[src/rtl/freq_packet_tx.sv]
// freq_packet_tx: frames a captured measurement word as SYNC_BYTE followed
// by the data bytes MSB-first and feeds them one at a time to a byte UART.
// Optional trailing XOR checksum byte when FREQ_PACKET_TX_CHECKSUM_EN is defined.
// Ports:
//   clk, rst (sync, active-low)     : clock / reset
//   start, data                     : packet request and measurement word
//   tx_busy                         : UART busy flag
//   tx_ena, txbyte                  : UART load strobe and byte
//   busy, pkt_done, dropped, ack_err: status (pulses are one cycle)
module freq_packet_tx #(
   parameter int         DATA_BYTES  = 2,
   parameter logic [7:0] SYNC_BYTE   = 8'hA5,
   parameter int         GAP_CYCLES  = 1000,
   parameter int         ACK_TIMEOUT = 16
) (
   input  logic                    clk,
   input  logic                    rst,
   input  logic                    start,
   input  logic [8*DATA_BYTES-1:0] data,
   input  logic                    tx_busy,
   output logic                    tx_ena,
   output logic [7:0]              txbyte,
   output logic                    busy,
   output logic                    pkt_done,
   output logic                    dropped,
   output logic                    ack_err
);

`ifdef FREQ_PACKET_TX_CHECKSUM_EN
   localparam int NBYTES = DATA_BYTES + 2;
`else
   localparam int NBYTES = DATA_BYTES + 1;
`endif
   localparam int IW = $clog2(NBYTES + 1);
   localparam int GW = (GAP_CYCLES > 0) ? $clog2(GAP_CYCLES + 1) : 1;
   localparam int TW = $clog2(ACK_TIMEOUT + 1);

   localparam logic [IW-1:0] IDX_LAST = IW'(NBYTES - 1);
   localparam logic [GW-1:0] GAP_LAST =
      GW'((GAP_CYCLES > 0) ? GAP_CYCLES - 1 : 0);
   localparam logic [TW-1:0] TO_LAST  = TW'(ACK_TIMEOUT - 1);

   typedef enum logic [2:0] {
      IDLE, LOAD, STROBE, WAIT_ACK, WAIT_DONE, GAP
   } state_t;

   state_t                  state_q, state_d;
   logic [IW-1:0]           idx_q, idx_d;
   logic [8*DATA_BYTES-1:0] shadow_q, shadow_d;
   logic [7:0]              txbyte_q, txbyte_d;
   logic [GW-1:0]           gap_q, gap_d;
   logic [TW-1:0]           to_q, to_d;

   // Byte i of the packet: 0 is the header, then data MSB-first.
   function automatic logic [7:0] pick(
      input logic [IW-1:0]           i,
      input logic [8*DATA_BYTES-1:0] d
   );
      logic [7:0] b;
`ifdef FREQ_PACKET_TX_CHECKSUM_EN
      logic [7:0] c;
      c = 8'h00;
      for (int k = 0; k < DATA_BYTES; k++) c ^= d[8*k +: 8];
`endif
      b = SYNC_BYTE;
      for (int k = 0; k < DATA_BYTES; k++)
         if (i == IW'(k + 1)) b = d[8*(DATA_BYTES-k)-1 -: 8];
`ifdef FREQ_PACKET_TX_CHECKSUM_EN
      if (i == IW'(DATA_BYTES + 1)) b = c;
`endif
      return b;
   endfunction

   always_comb begin
      state_d  = state_q;
      idx_d    = idx_q;
      shadow_d = shadow_q;
      txbyte_d = txbyte_q;
      gap_d    = gap_q;
      to_d     = to_q;
      pkt_done = 1'b0;
      ack_err  = 1'b0;
      busy     = (state_q != IDLE);
      tx_ena   = (state_q == STROBE);
      dropped  = start && (state_q != IDLE);
      unique case (state_q)
         IDLE: begin
            if (start) begin
               shadow_d = data;
               idx_d    = '0;
               // txbyte is loaded on entry to LOAD so it is already
               // valid while LOAD is the current state.
               txbyte_d = pick('0, data);
               state_d  = LOAD;
            end
         end
         LOAD:   state_d = STROBE;
         STROBE: begin
            to_d    = '0;
            state_d = WAIT_ACK;
         end
         WAIT_ACK: begin
            if (tx_busy) begin
               state_d = WAIT_DONE;
            end else if (to_q == TO_LAST) begin
               ack_err = 1'b1;
               state_d = IDLE;
            end else begin
               to_d = to_q + 1'b1;
            end
         end
         WAIT_DONE: begin
            if (!tx_busy) begin
               gap_d   = '0;
               state_d = GAP;
            end
         end
         GAP: begin
            if (gap_q == GAP_LAST) begin
               if (idx_q == IDX_LAST) begin
                  pkt_done = 1'b1;
                  state_d  = IDLE;
               end else begin
                  idx_d    = idx_q + 1'b1;
                  txbyte_d = pick(idx_q + 1'b1, shadow_q);
                  state_d  = LOAD;
               end
            end else begin
               gap_d = gap_q + 1'b1;
            end
         end
         default: state_d = IDLE;
      endcase
      // Reset dominates: no strobes or pulses escape during a reset cycle.
      if (!rst) begin
         tx_ena   = 1'b0;
         pkt_done = 1'b0;
         ack_err  = 1'b0;
         dropped  = 1'b0;
      end
   end

   always_ff @(posedge clk) begin
      if (!rst) begin
         state_q  <= IDLE;
         idx_q    <= '0;
         shadow_q <= '0;
         txbyte_q <= 8'h00;
         gap_q    <= '0;
         to_q     <= '0;
      end else begin
         state_q  <= state_d;
         idx_q    <= idx_d;
         shadow_q <= shadow_d;
         txbyte_q <= txbyte_d;
         gap_q    <= gap_d;
         to_q     <= to_d;
      end
   end

   assign txbyte = txbyte_q;

endmodule

[config.mk]
export PLATFORM = sky130hd
export DESIGN_NAME = freq_packet_tx
export DESIGN_NICKNAME = d
export VERILOG_FILES = /design/src/rtl/freq_packet_tx.sv
export SDC_FILE = /design/constraint.sdc
export NUM_CORES = 1
export LEC_CHECK = 0
export BUFFER_PORTS_ARGS = -buffer_cell sky130_fd_sc_hd__buf_2
export CAP_MARGIN = 15
export CELL_PAD_IN_SITES_DETAIL_PLACEMENT = 0
export CELL_PAD_IN_SITES_GLOBAL_PLACEMENT = 1
export CORE_MARGIN = 10
export CORE_UTILIZATION = 41
export DETAILED_ROUTE_END_ITERATION = 8
export HOLD_SLACK_MARGIN = 0.03
export PLACE_DENSITY = 0.76
export SYNTH_ARGS = -nofsm -noshare
export SYNTH_HDL_FRONTEND = slang
export SYNTH_SLANG_ARGS = --single-unit
[constraint.sdc]
create_clock -name clk -period 2.4 [get_ports clk]
set_input_delay 0.24 -clock clk [delete_from_list [all_inputs] [get_ports clk]]
set_output_delay 0.24 -clock clk [all_outputs]
set_load 0.1 [all_outputs]
After elaboration in Yosys (flattened, before gate mapping) --
Index checks and enable logic that the tools add are counted.
Word-level totals: register bits after elaboration 44, output and inout port bits 13, word-level logic and storage cells 71
Operators by class: $add $sub $neg 3, equal/unequal tests 18, mux-type cells 33, reductions and logical operators 11
Operators by type and width (number):
- 2-to-1 mux 8 bit | 5
- 2-to-1 mux 10 bit | 2
- case mux 10 bit (2 select lines) | 1
- case mux 3 bit (6 select lines) | 1
- case mux 8 bit (2 select lines) | 1
- 2-to-1 mux 3 bit | 5
- inequality test 2 bit, second input constant | 7
- 2-to-1 mux 1 bit | 11
- adder 10 x 1 -> 10 bit, second input constant | 1
- == test 10 bit, second input constant | 1
- 2-to-1 mux 5 bit | 2
- case mux 5 bit (2 select lines) | 1
- AND reduction 4 bit | 2
- == test 3 x 2 -> 1 bit, second input constant | 2
- == test 3 bit, second input constant | 2
- 2-to-1 mux 2 bit | 3
- AND reduction 3 bit | 2
- nonzero test 2 bit | 3
- adder 5 x 1 -> 5 bit, second input constant | 1
- == test 5 x 4 -> 1 bit, second input constant | 1
- == test 2 bit, second input constant | 2
- case mux 2 bit (2 select lines) | 1
- == test 3 x 1 -> 1 bit, second input constant | 1
- zero test 3 bit | 1
- other kinds (6) | 6

Logic depth before layout (Yosys ltp) --
Gate-level depths: netlist of the first run.
word-level depth 7, mapped depth 7, depth with buffers taken out 7

Worst setup path before layout of the first run --
No wires, ideal clock.
path kind register to output, start point reg gap_q[0], end point out pkt_done, arrival time 2.908 ns, data required time 2.160 ns, path slack -0.748 ns, cell stages (with the launch flop) 5, path buffers 0, path through dfxtp_1 -> ha_1 -> and3_1 -> nand3_1 -> nor3_1
On the way: cells in the longest elaborated chain, start to end 4
Ends and longest elaborated chain:
- start, declared | line 51 | logic [GW-1:0] gap_q, gap_d;
- start signal, assigned | line 156 | gap_q <= gap_d;
- == test 10 bit | line 119 | if (gap_q == GAP_LAST) begin
- 2-to-1 mux 1 bit | line 119
- 2-to-1 mux 1 bit | line 86 | unique case (state_q)
- 2-to-1 mux 1 bit | line 135 | if (!rst) begin
- end, declared | line 24 | output logic pkt_done,
Every way passes these cells.

Final worst setup path of the first run --
Same ends and word-level chain as after synthesis.

==> results of run 1 <==
-- tightest hold or removal path, delay by kind of cell --
kind                   cells  cell delay [ps]
buffers and inverters      1               90
AOI/OAI and AO/OA          1               50
and+or+nand+nor            1               40
-- worst max path at each step --
| stage | to | slack, ps | depth (start not counted) |
|---|---|---|---|
| 2_1_floorplan | pkt_done | 90 | 4 |
| 3_3_place_gp | txbyte[7] | 610 | 6 |
| 3_5_place_dp | txbyte[2] | 560 | 6 |
| 4_1_cts | pkt_done | 250 | 5 |
| 5_1_grt | pkt_done | 140 | 5 |
| 6_report | pkt_done | 250 | 5 |
-- cell type report --
| type | instances | area (sq um) |
|---|---|---|
| Multi-Input combinational cell | 200 | 1180 |
| Timing Repair Buffer | 37 | 198 |
| Clock inverter | 3 | 47.5 |
| Inverter | 8 | 30.0 |
| Tap cell | 70 | 87.6 |
| Fill cell | 563 | 2650 |
| Sequential cell | 44 | 881 |
| Clock buffer | 5 | 68.8 |
-- cells in the final DEF, fill, tap and decap left out, types with 7 or more instances in the layout --
| cell type | n |
|---|---|
| buf_2 | 32 |
| nand4_1 | 9 |
| dfxtp_1 | 44 |
| nand3_1 | 8 |
| inv_1 | 8 |
| nor2b_1 | 7 |
| and3_1 | 7 |
| a21oi_1 | 30 |
| nor2_1 | 19 |
| nand2_1 | 46 |
-- power by group through the flow --
stage	Combinational (uW)	Sequential [uW]	Clock [uW]
finish	333	800	588
global route	366	807	635
detailed placement	338	817	0
CTS	338	800	600
floorplan	222	862	0
global placement	336	817	0
-- kinds of logic after synthesis --
| logic type | Yosys count |
|---|---|
| AND/OR/NAND/NOR | 125 |
| multiplexers | 2 |
| adder cells (fa/ha/maj) | 6 |
| flip-flops | 44 |
| XOR/XNOR | 2 |
| buffers and inverters | 28 |
| AO/OA/AOI/OAI | 65 |
-- stage by stage --
| stage | power, uW | instance area, sq um | utilization (%) |
|---|---|---|---|
| floorplan | 1080 | 2200 | - |
| global placement | 1150 | 2380 | 46.3 |
| detailed placement | 1150 | 2380 | 46.3 |
| CTS | 1740 | 2490 | 48.5 |
| global route | 1810 | 2490 | 48.5 |
| finish | 1720 | 2490 | 48.5 |
-- registers in the layout (all words and copies together), names as in the netlist --
register,count
shadow_q,16
gap_q,10
idx_q,2
to_q,5
state_q,3
txbyte,8
-- routing by layer --
metal | up-vias | track usage [%] | part of all wire [%]
met2 | 24 | 19.2 | 46
met5 | - | 0 | 0
li1 | 1005 | - | -
met4 | 0 | 4.24 | 1.3
met3 | 7 | 3.52 | 4.0
met1 | 897 | 17.1 | 49
==> reports/qor.csv, run 1 <==
metric,value,unit
Crit. End Element,output pin,
fin crit share,89.6,%
Routed Wire Length,5.33,mm
combinational cell fraction of total power,19.3,%
Total GRT Usage,12.7,%
clock slew at reported path FFs,90,ps
Top Ports,33,
H-tree Lvls,2,
synth unique cells,44,
DR vias/cell,5.27,
Post-CTS Setup Bufs,0,
final setup fails,0,
Worst-Skew Late Latency,310,ps
FF-to-FF setup slack,570,ps
CP arrival,1910,ps
"EDFF count, synth",0,
CTS tree,done,
cell count of the worst hold path,3,
share of layout cells above drive strength 1,17.2,%
TritonRoute pass-1 iters,4,
Sequential Power Share,46.5,%
min Tclk post-route,2150,ps
area of the mapped netlist,0.00219,sq mm
Clk network pwr share,34.2,%
power per cell area,690,mW/mm^2
first-pass GRT wire length,9.11,mm
asr flop ratio synth,0,%
Max-Cap Viols,0,
CP max FO,5,
critical path required time,2160,ps
PnR worst setup slack,250,ps
Cell Count Post-Placement,359,
CTS resizes,0,
Routed Antenna Nets,0,
family with the most delay on the worst path,simple AND/OR/NAND/NOR gates,
Die Ht,93.0,microns
RSZ-0062 raised after global routing,no,
gpl congestion,0.802,
commonest cells in the netlist,"46 x nand2_1, 44 x dfxtp_1, 30 x a21oi_1",
Adder-Cell Fraction of Synth Area,3.43,%
WHS,156,ps
CTS Buf Count,5,
Clock Tree Buf Depth,2,
Hold EP,shadow_q[2],
Synth Register Bits,44,
Worst Setup Start Kind,flip-flop,
largest net degree at the start of global routing,32,
Worst Reg-to-Reg Cells,6,
status,finished clean,
HPWL after DPL,3.79,mm
final slew viol count,0,
Die ar.,0.00866,sq mm
"top cells by area, synth","dfxtp_1 40%, nand2_1 7.9%, a21oi_1 6.9%",
mux cell area share after synthesis,0.915,%
post-synth top area share,40.3,%
Area Overhead vs Synth,14.0,%
Psw,547,uW
vias in the first global route,1846,
Final nets,322,
core area,0.00514,sq mm
via count,1933,
largest family of logic cells by synthesized area,simple AND/OR/NAND/NOR gates,
most common cell in the netlist,nand2_1,
total global routing overflow,0,
hold buffers post-CTS,0,
DRC violations left,0,
VDD IR max,393,uV
critical path's slowest cell,buf_2,
Yosys top cell by area,dfxtp_1,
Avg Synthesized Cell Area,8.04,sq um
DR iter-0 viols,63,
Post-Synth Simple-Gate Area,29.9,%
Synth Area in Compound Gates,18.5,%
Peak Freq,465,MHz
WP buf/inv,1,
Synth Flop Type,dfxtp_1,
diode count,0,
Cell Int Power,1170,uW
Leakage,0.00101,uW
Post-Syn Instances,272,
HP Class,input pin to flip-flop,
clk_skew,11.8,ps
Worst path max stage delay,450,ps
endpoints failing hold,0,
Final Non-Filler Cells,367,
RR Startpoint,idx_q[0],
Initial Util,42.6,%
yosys warns,0,
ordered cell list for the critical path,ha_1 > and3_1 > nand3_1 > nor3_2 > buf_2,
clock sinks,44,
Switching Share,31.8,%
PortBufs,32,
CP Class,flip-flop to output pin,
Worst Tran Pin Value,600,ps
Hold Crit Start,data[2],
crit path from,gap_q[0],
clock root buffer,clkbuf_8,
max_slew headroom,60.0,%
xor/xnor cell area share of the yosys netlist,0.801,%
TNS Setup,0,ps
RR Endpoint,txbyte[5],
sequential fraction of the synthesis area,40.3,%
initial antenna violation count,0,
Horiz. Die Dim,93.0,microns
Rows,26,
pre-CTS setup slack,561,ps
syn nets,298,
post-DR wirelength/cell,14.5,microns
No activity file was read; power rests on OpenSTA's default activity.
==> run 2: changes to the inputs <==
Settings changed: ABC_AREA set to 1, CORE_UTILIZATION 41 to 40, PLACE_DENSITY 0.76 to 0.77.
==> reports/qor.csv, run 2 <==
metric,value,unit
Die Ht,97.5,microns
ordered cell list for the critical path,ha_1 > nand2_1 > inv_1 > nand2_1 > nor2_1 > nand3_2 > nor2_2 > buf_2,
HPWL after DPL,4.32,mm
Peak Freq,447,MHz
post-DR wirelength/cell,12.1,microns
DRC violations left,0,
"Cell Area, Placed",0.00262,sq mm
synth unique cells,23,
share of layout cells above drive strength 1,15.2,%
DR vias/cell,4.75,
HP Class,input pin to flip-flop,
Sequential Power Share,35.3,%
Worst Reg-to-Reg Cells,8,
TritonRoute pass-1 iters,4,
asr flop ratio synth,0,%
vias in the first global route,2096,
Die ar.,0.00951,sq mm
"EDFF count, synth",0,
Routed Wire Length,5.76,mm
CP arrival,2000,ps
clk_skew,13.0,ps
final setup fails,0,
Worst Setup Start Kind,flip-flop,
Rows,28,
TNS Setup,0,ps
final slew viol count,0,
Clk network pwr share,24.7,%
Psw,1100,uW
Worst Tran Pin Value,496,ps
initial antenna violation count,0,
Worst-Skew Late Latency,310,ps
Avg Synthesized Cell Area,6.50,sq um
Filler Cells Inserted,645,
clock sinks,44,
diode count,0,
CTS resizes,0,
yosys warns,0,
post-synth top area share,36.6,%
multi-input logic area,0.00123,sq mm
most frequent CP cell,nand2_1,
VDD IR max,466,uV
RSZ-0062 raised after global routing,no,
CP Class,flip-flop to output pin,
fin crit share,93.1,%
max_slew headroom,67.1,%
clock slew at reported path FFs,100,ps
Leakage,0.00122,uW
endpoints failing hold,0,
core area,0.00589,sq mm
"top cells by area, synth","dfxtp_1 37%, nand2_1 13%, inv_1 9.1%",
critical path's slowest cell,buf_2,
critical path required time,2160,ps
Cell Count Post-Placement,468,
end-of-flow core utilization,46.6,%
sequential fraction of the synthesis area,36.6,%
Switching Share,43.8,%
Synth Flop Type,dfxtp_1,
Synth Register Bits,44,
CTS tree,done,
largest net degree at the start of global routing,29,
hold buffers post-CTS,0,
Horiz. Die Dim,97.5,microns
Largest register FFs,16,
"most common cell after layout, fill and taps aside",nand2_1,
Total GRT Usage,11.8,%
storage element area,881,sq um
"Design Area, Final",0.00274,sq mm
Area Overhead vs Synth,14.0,%
Post-CTS Setup Bufs,0,
most common cell in the netlist,nand2_1,
PortBufs,32,
status,finished clean,
Cell Int Power,1410,uW
CTS Buf Count,5,
Initial Util,40.9,%
Yosys top cell by area,dfxtp_1,
Clock Tree Buf Depth,2,
area of the mapped netlist,0.00240,sq mm
most frequent cells in the layout,"85 x nand2_1, 58 x inv_1, 48 x nor2_1, 44 x dfxtp_1, 36 x a21oi_1",
syn nets,396,
combinational cell fraction of total power,40.0,%
min Tclk post-route,2240,ps
Routed Antenna Nets,0,
Final nets,426,
power per cell area,917,mW/mm^2
commonest cells in the netlist,"85 x nand2_1, 58 x inv_1, 49 x nor2_1",
total global routing overflow,0,
most flop-heavy register,shadow_q,
clock root buffer,clkbuf_8,
gpl congestion,0.813,
Final Non-Filler Cells,476,
DR iter-0 viols,67,
Crit. End Element,output pin,
H-tree Lvls,2,
CP max FO,7,
Top Ports,33,
first-pass GRT wire length,9.49,mm
Max-Cap Viols,0,
via count,2262,
Post-Syn Instances,370,
cell count of the worst hold path,3,
Worst path max stage delay,430,ps
==> run 2: final timing paths <==
path | from | slack [ps] | to
worst max-delay path | gap_q[0] | 160 | pkt_done
worst min-delay path | data[15] | 210 | shadow_q[15]
worst max register to register | gap_q[0] | 580 | idx_q[0]
worst min register to register | shadow_q[14] | 460 | shadow_q[14]
==> run 2: area by class of cell <==
| cell class | instances | share of cell area [%] |
|---|---|---|
| Timing Repair Buffer | 35 | 6.66 |
| Tap cell | 75 | 3.42 |
| Clock inverter | 2 | 1.41 |
| Clock buffer | 6 | 3.01 |
| Multi-Input combinational cell | 253 | 45.0 |
| Inverter | 61 | 8.35 |
| Sequential cell | 44 | 32.1 |
==> run 2: cells by family (layout without fill, tap and decap cells) <==
family	Yosys count	count (layout)	share of synthesized area [%]
fa+ha+maj	6	6	3.12
compound gates	65	65	14.6
flops	44	44	36.6
buf+inv	73	104	12.6
simple gates	182	182	33.0
==> run 2: routing by layer <==
layer | track usage (%) | vias to the layer above | routed length [microns]
met5 | 0 | - | 0
met4 | 4.03 | 0 | 72
met3 | 3.49 | 5 | 291
met2 | 20.0 | 34 | 2750
met1 | 13.9 | 996 | 2660
li1 | - | 1227 | -
==> run 2: critical path, delay by kind of cell, from the launching register on <==
kind,cells,cell delay (ps)
buffers and inverters,2,540
adder cells (fa/ha/maj),1,190
flip-flops,1,410
AND/OR/NAND/NOR,5,550
==> run 2: per-stage QoR <==
stage | total power, uW | setup slack, ps | hold slack [ps]
floorplan | 1770 | 36.8 | 378
global placement | 1910 | 556 | 444
detailed placement | 1920 | 516 | 450
CTS | 2540 | 168 | 206
global route | 2670 | 32.9 | 212
finish | 2510 | 165 | 212
==> run 2: power groups by stage <==
stage	Clock, uW	Combinational (uW)	Sequential [uW]
5_1_grt	662	1110	897
4_1_cts	638	1020	888
3_5_place_dp	0	1010	905
2_1_floorplan	0	598	1170
3_3_place_gp	0	1010	902
6_report	621	1000	887
